--- config.mk ---
export PLATFORM = sky130hd
export DESIGN_NAME = aes_block_sched
export DESIGN_NICKNAME = d
export VERILOG_FILES = /design/src/rtl/aes_block_sched.sv
export SDC_FILE = /design/constraint.sdc
export NUM_CORES = 1
export LEC_CHECK = 0
export ABC_CLOCK_PERIOD_IN_PS = 3150
export BUFFER_PORTS_ARGS = -buffer_cell sky130_fd_sc_hd__buf_4
export CORE_MARGIN = 8
export CORE_UTILIZATION = 40
export CTS_CLUSTER_SIZE = 20
export DETAILED_ROUTE_END_ITERATION = 6
export GPL_ROUTABILITY_DRIVEN = 0
export PLACE_DENSITY = 0.66
export SYNTH_ARGS = -nofsm -noshare
export SYNTH_HDL_FRONTEND = slang
export SYNTH_SLANG_ARGS = --single-unit
--- constraint.sdc ---
create_clock -name clk -period 3.15 [get_ports clk]
set_clock_uncertainty 0.1 [all_clocks]
set_input_delay 0.1575 -clock clk [delete_from_list [all_inputs] [get_ports clk]]
set_output_delay 0.1575 -clock clk [all_outputs]
set_load 0.05 [all_outputs]
--- src/rtl/aes_block_sched.sv ---
// Block scheduler for an AES core: walks a job of 128-bit blocks through source fetch, engine, and sink store.
// Optional watchdog enabled by defining AES_SCHED_TIMEOUT_EN (limit set by TIMEOUT_CYC).
module aes_block_sched #(
    parameter int ADDR_W      = 32,
    parameter int CNT_W       = 16,
    parameter int BLOCK_BYTES = 16,
    parameter int TIMEOUT_CYC = 1024
) (
    input  logic              clk,
    input  logic              reset_n,
    input  logic              clear,
    input  logic              start_i,
    input  logic [CNT_W-1:0]  n_blocks_i,
    input  logic [ADDR_W-1:0] src_base_i,
    input  logic [ADDR_W-1:0] dst_base_i,
    output logic              src_req_start_o,
    output logic              sink_req_start_o,
    output logic [ADDR_W-1:0] src_addr_o,
    output logic [ADDR_W-1:0] sink_addr_o,
    input  logic              src_ready_start_i,
    input  logic              src_done_i,
    input  logic              sink_ready_start_i,
    input  logic              sink_done_i,
    output logic              eng_start_o,
    input  logic              eng_valid_i,
    output logic              done_o,
    output logic              busy_o,
    output logic [CNT_W-1:0]  blk_cnt_o,
    output logic              err_o
);

    typedef enum logic [2:0] {
        IDLE,
        LOAD,
        REQ_SRC,
        COMPUTE,
        REQ_SINK,
        WAIT_SINK,
        FINISHED
    } state_t;

    state_t            r_state;
    state_t            w_state_base;
    state_t            w_state_next;
    logic [ADDR_W-1:0] r_src_addr;
    logic [ADDR_W-1:0] r_dst_addr;
    logic [CNT_W-1:0]  r_n_blocks;
    logic [CNT_W-1:0]  r_blk_cnt;
    logic [CNT_W-1:0]  w_blk_cnt_inc;
    logic              r_src_seen;
    logic              r_eng_start;
    logic              w_blk_done;
    logic              w_timeout;

    assign w_blk_cnt_inc = r_blk_cnt + CNT_W'(1);
    assign w_blk_done    = (r_state == WAIT_SINK) && sink_done_i;

    always_comb begin
        w_state_base = r_state;
        case (r_state)
            IDLE:      if (start_i) w_state_base = LOAD;
            LOAD:      w_state_base = (n_blocks_i == '0) ? FINISHED : REQ_SRC;
            REQ_SRC:   if (src_ready_start_i) w_state_base = COMPUTE;
            COMPUTE:   if (eng_valid_i) w_state_base = REQ_SINK;
            REQ_SINK:  if (sink_ready_start_i) w_state_base = WAIT_SINK;
            WAIT_SINK: begin
                if (sink_done_i) begin
                    w_state_base = (w_blk_cnt_inc == r_n_blocks) ? FINISHED : REQ_SRC;
                end
            end
            FINISHED:  w_state_base = IDLE;
            default:   w_state_base = IDLE;
        endcase
    end

    // A watchdog expiry overrides whatever the handshake logic wanted.
    assign w_state_next = w_timeout ? FINISHED : w_state_base;

    always_ff @(posedge clk) begin
        if (!reset_n || clear) begin
            r_state     <= IDLE;
            r_src_addr  <= '0;
            r_dst_addr  <= '0;
            r_n_blocks  <= '0;
            r_blk_cnt   <= '0;
            r_src_seen  <= 1'b0;
            r_eng_start <= 1'b0;
        end else begin
            r_state     <= w_state_next;
            // Engine start fires once per block, the cycle after the source stream completes,
            // even if the engine already reported valid in that same cycle.
            r_eng_start <= (r_state == COMPUTE) && src_done_i && !r_src_seen;
            if (r_state == REQ_SRC) begin
                r_src_seen <= 1'b0;
            end else if ((r_state == COMPUTE) && src_done_i) begin
                r_src_seen <= 1'b1;
            end
            if (r_state == LOAD) begin
                r_src_addr <= src_base_i;
                r_dst_addr <= dst_base_i;
                r_n_blocks <= n_blocks_i;
                r_blk_cnt  <= '0;
            end else if (w_blk_done) begin
                r_blk_cnt  <= w_blk_cnt_inc;
                r_src_addr <= r_src_addr + ADDR_W'(BLOCK_BYTES);
                r_dst_addr <= r_dst_addr + ADDR_W'(BLOCK_BYTES);
            end
        end
    end

`ifdef AES_SCHED_TIMEOUT_EN
    localparam int WD_W = (TIMEOUT_CYC > 1) ? $clog2(TIMEOUT_CYC) : 1;

    logic [WD_W-1:0] r_wd_cnt;
    logic            r_err;
    logic            w_wd_active;

    assign w_wd_active = (r_state == REQ_SRC) || (r_state == COMPUTE) ||
                         (r_state == REQ_SINK) || (r_state == WAIT_SINK);
    assign w_timeout   = w_wd_active && (r_wd_cnt == WD_W'(TIMEOUT_CYC - 1));

    always_ff @(posedge clk) begin
        if (!reset_n || clear) begin
            r_wd_cnt <= '0;
            r_err    <= 1'b0;
        end else begin
            // Counts consecutive cycles in one waiting state; any transition restarts it.
            if (w_wd_active && (w_state_next == r_state)) begin
                r_wd_cnt <= r_wd_cnt + WD_W'(1);
            end else begin
                r_wd_cnt <= '0;
            end
            if (r_state == LOAD) begin
                r_err <= 1'b0;
            end else if (w_timeout) begin
                r_err <= 1'b1;
            end
        end
    end

    assign err_o = r_err;
`else
    assign w_timeout = 1'b0;
    assign err_o     = 1'b0;
`endif

    assign src_req_start_o  = (r_state == REQ_SRC);
    assign sink_req_start_o = (r_state == REQ_SINK);
    assign done_o           = (r_state == FINISHED);
    assign busy_o           = (r_state != IDLE);
    assign eng_start_o      = r_eng_start;
    assign src_addr_o       = r_src_addr;
    assign sink_addr_o      = r_dst_addr;
    assign blk_cnt_o        = r_blk_cnt;

endmodule

* Word level (Yosys, flattened, before mapping)
Index checks and enable logic that the tools add are counted.
** Storage, ports and cells
- Logic and storage cells :: 47
- Flip-flop bits (word level) :: 101
- Output and inout port bits :: 86
** Cells by class
- Reductions and logical operators :: 13
- Equal/unequal tests :: 12
- Add/subtract/negate cells :: 3
- Muxes and demuxes :: 12
** Operators with widths (count)
- 2-to-1 mux 32 bit :: 4
- adder 32 x 5 -> 32 bit, second input constant :: 2
- 2-to-1 mux 3 bit :: 7
- case mux 3 bit (6 select lines) :: 1
- adder 16 x 1 -> 16 bit, second input constant :: 1
- equality test 16 bit :: 1
- zero test 16 bit :: 1
- equality test 3 bit, second input constant :: 3
- equality test 3 x 2 -> 1 bit, second input constant :: 2
- != test 2 bit, second input constant :: 3
- AND reduction 5 bit :: 1
- != test 2 x 1 -> 1 bit, second input constant :: 2
- OR reduction 2 bit :: 2
- equality test 3 x 1 -> 1 bit, second input constant :: 1
- logical AND 1 bit :: 3
- zero test 3 bit :: 1
- nonzero test 3 bit :: 1
- zero test 1 bit :: 2
- nonzero test 2 bit :: 1
- logical OR 1 bit :: 1

* Logic depth before layout (Yosys ltp)
Gate-level depths: netlist of run 1.
- Depth after elaboration :: 5
- Mapped depth :: 8

* Worst setup path after synthesis of run 1
Ideal clock, no wire load.
- Kind :: register to register
- From :: reg r_blk_cnt[0] (netlist: blk_cnt_o[0])
- To :: reg r_state[2]
- Path buffers :: 0
- Stages on the path, launching flop included :: 8
- Slack :: 0.428 ns
- Setup time :: 0.084 ns
- Data arrival time :: 2.537 ns
- Data required time :: 2.966 ns
- Path through :: dfxtp_1 > ha_1 > nand3_4 > or4_4 > mux2_2 > o2111ai_1 > a2111o_1 > o31ai_2
** Between the ends
- Cells in the longest elaborated chain, start to end :: 5
** RTL lines
- start, declared :: line 48 : logic [CNT_W-1:0] r_blk_cnt;
- start signal, assigned :: line 104 : r_blk_cnt <= w_blk_cnt_inc;
- adder 16 x 1 -> 16 bit :: line 55 : assign w_blk_cnt_inc = r_blk_cnt + CNT_W'(1);
- equality test 16 bit :: line 68 : w_state_base = (w_blk_cnt_inc == r_n_blocks) ? FINISHED : REQ_SRC;
- 2-to-1 mux 3 bit :: line 68
- 2-to-1 mux 3 bit :: line 67 : if (sink_done_i) begin
- case mux 3 bit (6 select lines) :: line 60 : case (r_state)
- end signal, assigned :: line 89 : r_state <= w_state_next;
- end, declared :: line 42 : state_t r_state;
No other way between the ends. The select of a mux whose other input is x is not followed.
A chain may end at the register's enable or synchronous reset.

* Worst setup path in the final report of run 1
- From :: reg r_state[0]
- To :: reg r_dst_addr[28] (netlist: sink_addr_o[28])
** Between the ends
- Cells in the longest elaborated chain, start to end :: 3
** RTL lines
- equality test 3 bit :: line 56 : assign w_blk_done = (r_state == WAIT_SINK) && sink_done_i;
- logical AND 1 bit :: line 56
- nonzero test 2 bit (no line)
- end signal, assigned :: line 100 : r_dst_addr <= dst_base_i;
- end signal, assigned :: line 106 : r_dst_addr <= r_dst_addr + ADDR_W'(BLOCK_BYTES);
- end, declared :: line 46 : logic [ADDR_W-1:0] r_dst_addr;
Several ways; a longest one is shown, not always the timed one.

==> results of run 1 <==
## synthesized netlist by cell type (3+ instances only)
master      n  share of area, %
a211oi_1   33               4.7
a21oi_1    49               4.7
a311oi_1    4              0.67
a31oi_1     4              0.48
and2_1      4              0.48
and3_1      9               1.1
and4_1      5              0.83
buf_2       7              0.67
clkbuf_1   31               2.2
dfxtp_1   101                39
ha_1        3              0.72
inv_1      13              0.93
mux2_2      3              0.64
nand2_1    92               6.6
nand2b_1    4              0.48
nand3_1    17               1.6
nand4_1     9               1.1
nand4_2     3              0.72
nor2_1     89               6.4
nor2b_1     3              0.36
nor3_1     17               1.6
nor4_1      9               1.1
o21ai_0    27               2.6
or3_1       6              0.72
xnor2_1    55               9.2
xor2_1     27               4.5
## routing by layer
layer,vias up,global-route usage [%]
li1,2680,-
met1,2541,22.98
met2,181,34.07
met3,18,7.062
met4,0,4.051
met5,-,0
## critical path, cell delays in order (launching register included)
cell and delay (ns):
dfxtp_1 0.52, and4b_1 0.56, nand3_1 0.20, or3_1 0.49
nor3_1 0.25, xnor2_1 0.10, a211oi_1 0.23
## through the flow
| step | std cells | instance area, sq um |
|---|---|---|
| 3_3_place_gp | 978 | 6690 |
| 2_1_floorplan | 661 | 5246 |
| 3_5_place_dp | 978 | 6690 |
| 6_report | 1036 | 7461 |
| 4_1_cts | 1036 | 7461 |
| 5_1_grt | 1036 | 7461 |
## cell families (layout without fill, tap and decap cells)
| kind of cell | Yosys count | in the layout | synth area share, % |
|---|---|---|---|
| other cells | 1 | 1 | 0.07148 |
| compound gates | 131 | 131 | 15.53 |
| flops | 101 | 101 | 38.54 |
| simple gates | 285 | 285 | 26.50 |
| fa+ha+maj | 3 | 3 | 0.7156 |
| mux | 4 | 4 | 0.8347 |
| xor+xnor | 82 | 82 | 13.69 |
| buf+inv | 54 | 253 | 4.126 |
## registers in the layout, indices dropped and copies added, names as in the netlist
register	flops
blk_cnt_o	16
eng_start_o	1
r_n_blocks	16
r_src_seen	1
r_state	3
sink_addr_o	32
src_addr_o	32
## worst paths after layout
path | from | to | slack [ns] | cells past startpoint
worst max register to register | r_state[0] | sink_addr_o[28] | 0.60 | 6
worst max-delay path | r_state[0] | sink_addr_o[28] | 0.60 | 6
worst min register to register | r_src_seen | eng_start_o | 0.32 | 1
worst min-delay path | src_base_i[22] | src_addr_o[22] | 0.01 | 3
## timing repair
action	4_1_cts	5_1_grt
hold buffers	42	0
resized for setup	0	0
endpoints found under the hold margin	42	0
## power breakdown
| group | total (mW) | internal (mW) | leakage (nW) | switching [mW] |
|---|---|---|---|---|
| logic | 0.427 | 0.188 | 1.82 | 0.239 |
| clock network | 1.30 | 0.802 | 0.170 | 0.503 |
| registers | 1.34 | 1.30 | 0.817 | 0.0359 |
| total | 3.07 | 2.29 | 2.81 | 0.777 |
## final cells by class
class / count / share of cell area, %
Clock inverter: 5 / 1.442
Inverter: 13 / 0.6540
Tap cell: 176 / 2.952
Clock buffer: 11 / 3.253
Multi-Input combinational cell: 506 / 40.48
Timing Repair Buffer: 224 / 24.12
Sequential cell: 101 / 27.10
==> results.toml, run 1 <==
[cells_and_area]
fill_cells = 1210
regArea_sq_mm = 0.002022
n_antenna_cell = 0
area_growth_pct = 42.21
finalNetCount = 947
drive_gt1_share_pct = 24.88
final_common_cell = "buf_4"
multi_input_area_sq_mm = 0.003020
fin_util_pct = 57.25
final_cell_mix = "buf_4, dfxtp_1, nand2_1, nor2_1, xnor2_1"

[sta]
report.final.slew_viol_count = 0
min_period_over_period_pct = 80.97
fin_tns_setup_ns = 0
hold_ws_ns = 0.01145
period_needed_ns = 2.551
relSlewSlack_pct = 56.62
worstMarginPinSlew_ns = 0.6492
setup_violations = 0
rsz0062_at_grt = "false"
worst_slack_ns = 0.5995
fmax_mhz = 392.1
hold_viol_final = 0

[routing]
drt_iter0_drc = 352
wl_mm = 16.96
met2_length_mm = 8.130
top_layer_used = "met4"
ant_nets = 0
wl_per_cell_um = 16.37
wirelength_met1_mm = 7.047
drc_errors = 0
routed-via-count = 5420
wl_met3_mm = 1.599
drt_pass1_iterations = 5
via_per_inst = 5.232

[logic_synthesis]
postSynthCellCount = 661
syn_area_sq_mm = 0.005246
async_reset_ff_share_pct = 0
ys_types = 56
syn_nets = 753
ys_seq_area_share_pct = 38.54
ys_ff_latch = 101
syn_area_per_cell_sq_um = 7.937
synth_ff_type = "dfxtp_1"
yosysWarnings = 0
synth_edf_count = 0

[worst_setup_path]
critPathKind = "register to register"
end_kind = "register"
crit_required_ns = 3.31
arrival_ns = 2.71
path_max_fanout = 11
start_kind = "register"

[floorplanning]
coreArea_sq_mm = 0.01303
rows = 42
die_h_um = 130.5
start_util_pct = 40.26
ios = 175
chipWidth_um = 130.5
die_area_sq_mm = 0.01704

[global_route]
grt_pass1_vias = 5372
grt_max_degree = 70
grt_pass1_wl_mm = 26.74
overflow = 0
antenna_found_initial = 0
grt_usage_pct = 19.71

[hold_path]
hold_path_class = "input port to register"

[clocking]
cts_tree = "built"
clock_path_buffers = 2
clockRootBuffer = "clkbuf_16"
cts_buffers = 9
clock-sinks = 101
path_clk_slew_ns = 0.07
worstSkewPairLatency_ns = 0.35
post_cts_buffers = 0
cts_max_level = 3

[placed_design]
dpl.hpwl_mm = 12.60
port_buffers = 173
dpl_worst_slack_ns = 0.5626

[job]
maxCapViolations = 0

[power]
power.leakage_nw = 2.810
pwr_density_cell_mw_per_mm2 = 411.7
total_power_mw = 3.072
ir_drop_mv = 0.3784

[status]
status = "finished, final reports clean"
(Power assumes the default switching activity.)
==> run 2, diff against run 1 <==
--- a/config.mk
+++ b/config.mk
@@ -5,14 +5,14 @@
 export SDC_FILE = /design/constraint.sdc
 export NUM_CORES = 1
 export LEC_CHECK = 0
-export ABC_CLOCK_PERIOD_IN_PS = 3150
+export ABC_AREA = 1
+export ABC_CLOCK_PERIOD_IN_PS = 2400
 export BUFFER_PORTS_ARGS = -buffer_cell sky130_fd_sc_hd__buf_4
 export CORE_MARGIN = 8
 export CORE_UTILIZATION = 40
 export CTS_CLUSTER_SIZE = 20
 export DETAILED_ROUTE_END_ITERATION = 6
 export GPL_ROUTABILITY_DRIVEN = 0
-export PLACE_DENSITY = 0.66
 export SYNTH_ARGS = -nofsm -noshare
 export SYNTH_HDL_FRONTEND = slang
 export SYNTH_SLANG_ARGS = --single-unit
==> constraint.sdc (replaced) <==
create_clock -name clk -period 2.4 [get_ports clk]
set_clock_uncertainty 0.1 [all_clocks]
set_input_delay 0.12 -clock clk [delete_from_list [all_inputs] [get_ports clk]]
set_output_delay 0.12 -clock clk [all_outputs]
set_load 0.05 [all_outputs]
==> run 2 against run 1 <==
Cell area increased by 11%. Sequential share of layout area decreased by 2.7 points. Synthesized area grew 16%. Critical path depth rose by 3. Worst hold slack gained 0.0052 ns. Flip-flop and latch count unchanged. Die area increased by 14%. Core utilization is 2.1 points lower. Non-clock buffer count rose by 9. Critical endpoint is now src_addr_o[7]. Combinational power rose by 27%. Worst setup slack worse by 0.40 ns.
==> results.toml, run 2 <==
[cells_and_area]
final_common_cell = "nand2_1"
final_cells = 1328
drive_gt1_share_pct = 21.05
n_antenna_cell = 0
fill_cells = 1496
area_growth_pct = 36.05
finalNetCount = 1227
final_cell_mix = "nand2_1, buf_4, nor2_1, dfxtp_1, inv_1"
fin_util_pct = 55.12

[clocking]
clock_path_buffers = 2
clockRootBuffer = "clkbuf_16"
path_clk_slew_ns = 0.07
cts_buffers = 9
cts_tree = "built"
clock-sinks = 101
cts_max_level = 3
worstSkewPairLatency_ns = 0.36

[floorplanning]
coreArea_sq_mm = 0.01503
rows = 45
die_area_sq_mm = 0.01943
die_h_um = 139.4
ios = 175
start_util_pct = 40.52
chipWidth_um = 139.4

[sta]
min_period_over_period_pct = 91.83
worstMarginPinSlew_ns = 0.6597
hold_ws_ns = 0.01662
setup_violations = 0
worst_slack_ns = 0.1960
rsz0062_at_grt = "false"
report.final.slew_viol_count = 0
fmax_mhz = 453.7
period_needed_ns = 2.204
fin_tns_setup_ns = 0
relSlewSlack_pct = 56.02
hold_viol_final = 0

[global_route]
overflow = 0
grt_max_degree = 67
grt_usage_pct = 21.42
antenna_found_initial = 0
grt_pass1_wl_mm = 34.08
grt_pass1_vias = 6711

[logic_synthesis]
ys_ff_latch = 101
synth_top_cell_by_area = "dfxtp_1"
synthMostInstantiatedCell = "nand2_1"
synth_ff_type = "dfxtp_1"
ys_types = 44
synthTopCellsByCount = "nand2_1, nor2_1, dfxtp_1, inv_1, o21ai_0"
synth_edf_count = 0
async_reset_ff_share_pct = 0
ys_seq_area_share_pct = 33.20
postSynthCellCount = 936
syn_area_per_cell_sq_um = 6.507
synthTopCellsByArea = "dfxtp_1, nand2_1, nor2_1"
syn_nets = 1028
yosysWarnings = 0
syn_area_sq_mm = 0.006091
synth_top_area_share_pct = 33.20

[worst_setup_path]
critPathKind = "register to register"
arrival_ns = 2.35
crit_required_ns = 2.55
path_max_fanout = 12
end_kind = "register"
start_kind = "register"

[routing]
ant_nets = 0
drt_iter0_drc = 466
drt_pass1_iterations = 5
via_per_inst = 5.167
wl_mm = 20.72
wl_per_cell_um = 15.60
drc_errors = 0
routed-via-count = 6862

[placed_design]
port_buffers = 173
dpl_worst_slack_ns = 0.2146
dp_cells = 1270
dpl.hpwl_mm = 15.11

[hold_path]
hold_path_class = "input port to register"

[power]
ir_drop_mv = 0.3407
power.leakage_nw = 3.438
pwr_density_cell_mw_per_mm2 = 457.1

[job]
maxCapViolations = 0

[status]
status = "finished, final reports clean"
[run 2: per-layer routing]
layer | track usage [%] | vias to the layer above | part of all wire, %
li1 | - | 3519 | -
met1 | 26.35 | 3149 | 45
met2 | 35.56 | 175 | 46
met3 | 6.224 | 19 | 7.2
met4 | 6.181 | 0 | 1.4
met5 | 0 | - | 0
[run 2: cell type report]
cell class / instances / area, sq um / area share, %
multi-input cells: 701 / 3540 / 42.71
repair buffers: 233 / 1853 / 22.36
inverters: 89 / 335.3 / 4.047
flip-flops and latches: 101 / 2023 / 24.41
clock inverters: 7 / 75.07 / 0.9059
clock buffers: 9 / 225.2 / 2.718
well taps: 188 / 235.2 / 2.839
[run 2: kinds of logic (layout without fill, tap and decap cells)]
group | count (synthesis) | count (layout) | share of synthesized area, %
DFF | 101 | 101 | 33.20
other | 1 | 1 | 0.06157
buffers and inverters | 134 | 338 | 9.121
adders and majority gates | 3 | 3 | 0.6163
and+or+nand+nor | 462 | 462 | 33.38
xor gates and xnor gates | 33 | 33 | 4.971
AOI/OAI and AO/OA | 202 | 202 | 18.65
[run 2: worst max-delay path, stage by stage, from the launching register on]
cell           delay [ns]
dfxtp_1              0.40
inv_2                0.08
nor2_4               0.11
inv_2                0.06
nor2_4               0.15
buf_4                0.16
nor2_4               0.04
inv_1                0.31
a21oi_1              0.11
dlygate4sd3_1        0.57
[run 2: path summary, 6_finish.rpt]
path                                     start         endpoint  slack, ns  cells past startpoint
worst max-delay path                r_state[0]    src_addr_o[7]       0.20                      9
worst min-delay path            dst_base_i[17]  sink_addr_o[17]       0.02                      3
worst min register to register      r_src_seen      eng_start_o       0.32                      1
worst max register to register      r_state[0]    src_addr_o[7]       0.20                      9
[run 2: what timing repair did]
action | CTS | global route
resized for setup | 0 | 5
hold buffers | 40 | 0
hold endpoints to repair | 39 | 0
endpoints found under the setup margin | 0 | 4
buffers inserted | 0 | 2
[run 2: power by group]
part	internal (mW)	total, mW	switching (mW)	leakage [nW]
Combinational	0.236	0.541	0.305	2.47
Sequential	1.70	1.73	0.0254	0.816
Clock	0.815	1.52	0.706	0.150
Total	2.75	3.79	1.04	3.44
[run 2: stage by stage]
| step | power (mW) | area, sq um |
|---|---|---|
| 2_1_floorplan | 2.033 | 6096 |
| 3_3_place_gp | 2.253 | 7555 |
| 3_5_place_dp | 2.252 | 7555 |
| 4_1_cts | 3.831 | 8255 |
| 5_1_grt | 3.941 | 8287 |
| 6_report | 3.788 | 8287 |
==> run 3, diff against run 2 <==
--- a/config.mk
+++ b/config.mk
@@ -13,6 +13,7 @@
 export CTS_CLUSTER_SIZE = 20
 export DETAILED_ROUTE_END_ITERATION = 6
 export GPL_ROUTABILITY_DRIVEN = 0
+export RECOVER_POWER = 100
 export SYNTH_ARGS = -nofsm -noshare
 export SYNTH_HDL_FRONTEND = slang
 export SYNTH_SLANG_ARGS = --single-unit
==> run 3 against run 2 <==
Combinational power shrank 3.9%. Via count grew 0.74%. Flip-flop and latch count unchanged. Die area is the same. Critical path type unchanged. Highest routed layer unchanged. Largest cell class unchanged. Cell count unchanged. Critical path depth unchanged. Routed wire length up 0.23%. Cell area decreased by 4.2%. Largest power group unchanged. Sequential share of layout area rose by 1.1 points.
==> results.toml, run 3 (synthesized netlist as in run 2, its figures left out) <==
[global_route]
grt_pass1_wl_mm = 34.08
grt_usage_pct = 21.42
overflow = 0
grt_pass1_vias = 6711
grt_max_degree = 67
antenna_found_initial = 0

[cells_and_area]
final_common_cell = "nand2_1"
fill_cells = 1599
area_growth_pct = 30.32
n_antenna_cell = 0
drive_gt1_share_pct = 13.16
final_cells = 1328
final_cell_mix = "nand2_1, nor2_1, dfxtp_1, buf_4, inv_1"
finalNetCount = 1227

[floorplanning]
die_h_um = 139.4
start_util_pct = 40.52
chipWidth_um = 139.4
die_area_sq_mm = 0.01943
rows = 45
ios = 175
coreArea_sq_mm = 0.01503

[worst_setup_path]
r2r_start = "r_state[0]"
arrival_ns = 2.34
path_max_fanout = 12
critPathKind = "register to register"
end_kind = "register"
reg2reg_depth = 9
rrSetupSlack_ns = 0.21
crit_required_ns = 2.55
reg2reg_to = "src_addr_o[7]"
start_kind = "register"

[power]
pwr_density_cell_mw_per_mm2 = 474.7
power.leakage_nw = 3.067
ir_drop_mv = 0.3389

[clocking]
worstSkewPairLatency_ns = 0.36
path_clk_slew_ns = 0.07
cts_max_level = 3
clock-sinks = 101
cts_buffers = 9
clockRootBuffer = "clkbuf_16"
clock_path_buffers = 2
cts_tree = "built"

[placed_design]
dp_cells = 1270
dpl.hpwl_mm = 15.11
port_buffers = 173

[routing]
wl_met3_mm = 1.438
ant_nets = 0
drc_errors = 0
wl_mm = 20.76
wirelength_met1_mm = 9.481
drt_pass1_iterations = 5
met2_length_mm = 9.560
drt_iter0_drc = 413
routed-via-count = 6913
top_layer_used = "met4"
via_per_inst = 5.206
wl_per_cell_um = 15.64

[sta]
fin_tns_setup_ns = 0
report.final.slew_viol_count = 0
setup_violations = 0
worstMarginPinSlew_ns = 0.7574
relSlewSlack_pct = 49.51
hold_viol_final = 0
rsz0062_at_grt = "false"
fmax_mhz = 456.6
min_period_over_period_pct = 91.25
period_needed_ns = 2.190

[hold_path]
hp-start = "dst_base_i[17]"
worstHoldEndpoint = "sink_addr_o[17]"
hold_path_class = "input port to register"
hold_depth = 3

[job]
maxCapViolations = 0

[status]
status = "finished, final reports clean"
## run 3: cell type report
cell class	instances	area (sq um)	share of cell area, %
Inverter	89	335.3	4.224
Tap cell	188	235.2	2.963
Multi-Input combinational cell	701	3520	44.34
Sequential cell	101	2023	25.49
Timing Repair Buffer	233	1524	19.20
Clock buffer	9	225.2	2.837
Clock inverter	7	75.07	0.9458
## run 3: layer usage
layer,global-route usage (%),vias up
met3,6.224,19
met4,6.181,0
met2,35.56,201
li1,-,3521
met1,26.35,3172
met5,0,-
## run 3: worst max-delay path by stage
stage,start,endpoint,slack (ns),cells after the start
finish,r_state[0],src_addr_o[7],0.21,9
global route,sink_addr_o[5],sink_addr_o[24],0.02,10
CTS,r_state[0],src_addr_o[7],0.07,10
detailed placement,sink_addr_o[4],sink_addr_o[24],0.21,10
global placement,src_addr_o[4],src_addr_o[24],0.30,10
floorplan,src_addr_o[4],src_addr_o[24],0.09,10
## run 3: power by group
| part | leakage (nW) | total [mW] | internal (mW) | switching, mW |
|---|---|---|---|---|
| sequential | 0.816 | 1.73 | 1.70 | 0.0247 |
| combinational | 2.10 | 0.520 | 0.216 | 0.304 |
| clock | 0.150 | 1.52 | 0.815 | 0.707 |
| total | 3.07 | 3.77 | 2.73 | 1.04 |
## run 3: what timing repair did
item | in CTS | in global routing
setup endpoints to repair | 0 | 4
buffers inserted | 0 | 2
hold buffers | 40 | 0
endpoints found under the hold margin | 39 | 0
resized for setup | 0 | 5
## run 3: critical path, cell delays in order, from the launching register on
cell and delay (ns):
dfxtp_1 0.37, inv_1 0.10, nor2_4 0.11, inv_2 0.06, nor2_4 0.14, buf_4 0.14
nor2_1 0.05, inv_1 0.32, a21oi_1 0.11, dlygate4sd3_1 0.57
## run 3: metrics by stage
stage,utilization [%],setup WS (ns),power [mW],cell area [sq um],hold WS [ns]
4_1_cts,54.91,0.06530,3.831,8255,0.005452
3_5_place_dp,50.25,0.2146,2.252,7555,0.2479
6_report,52.80,0.2101,3.768,7938,0.01828
3_3_place_gp,50.25,0.3031,2.253,7555,0.2412
2_1_floorplan,-,0.09164,2.033,6096,0.1549
5_1_grt,52.80,0.01583,3.919,7938,0.009231
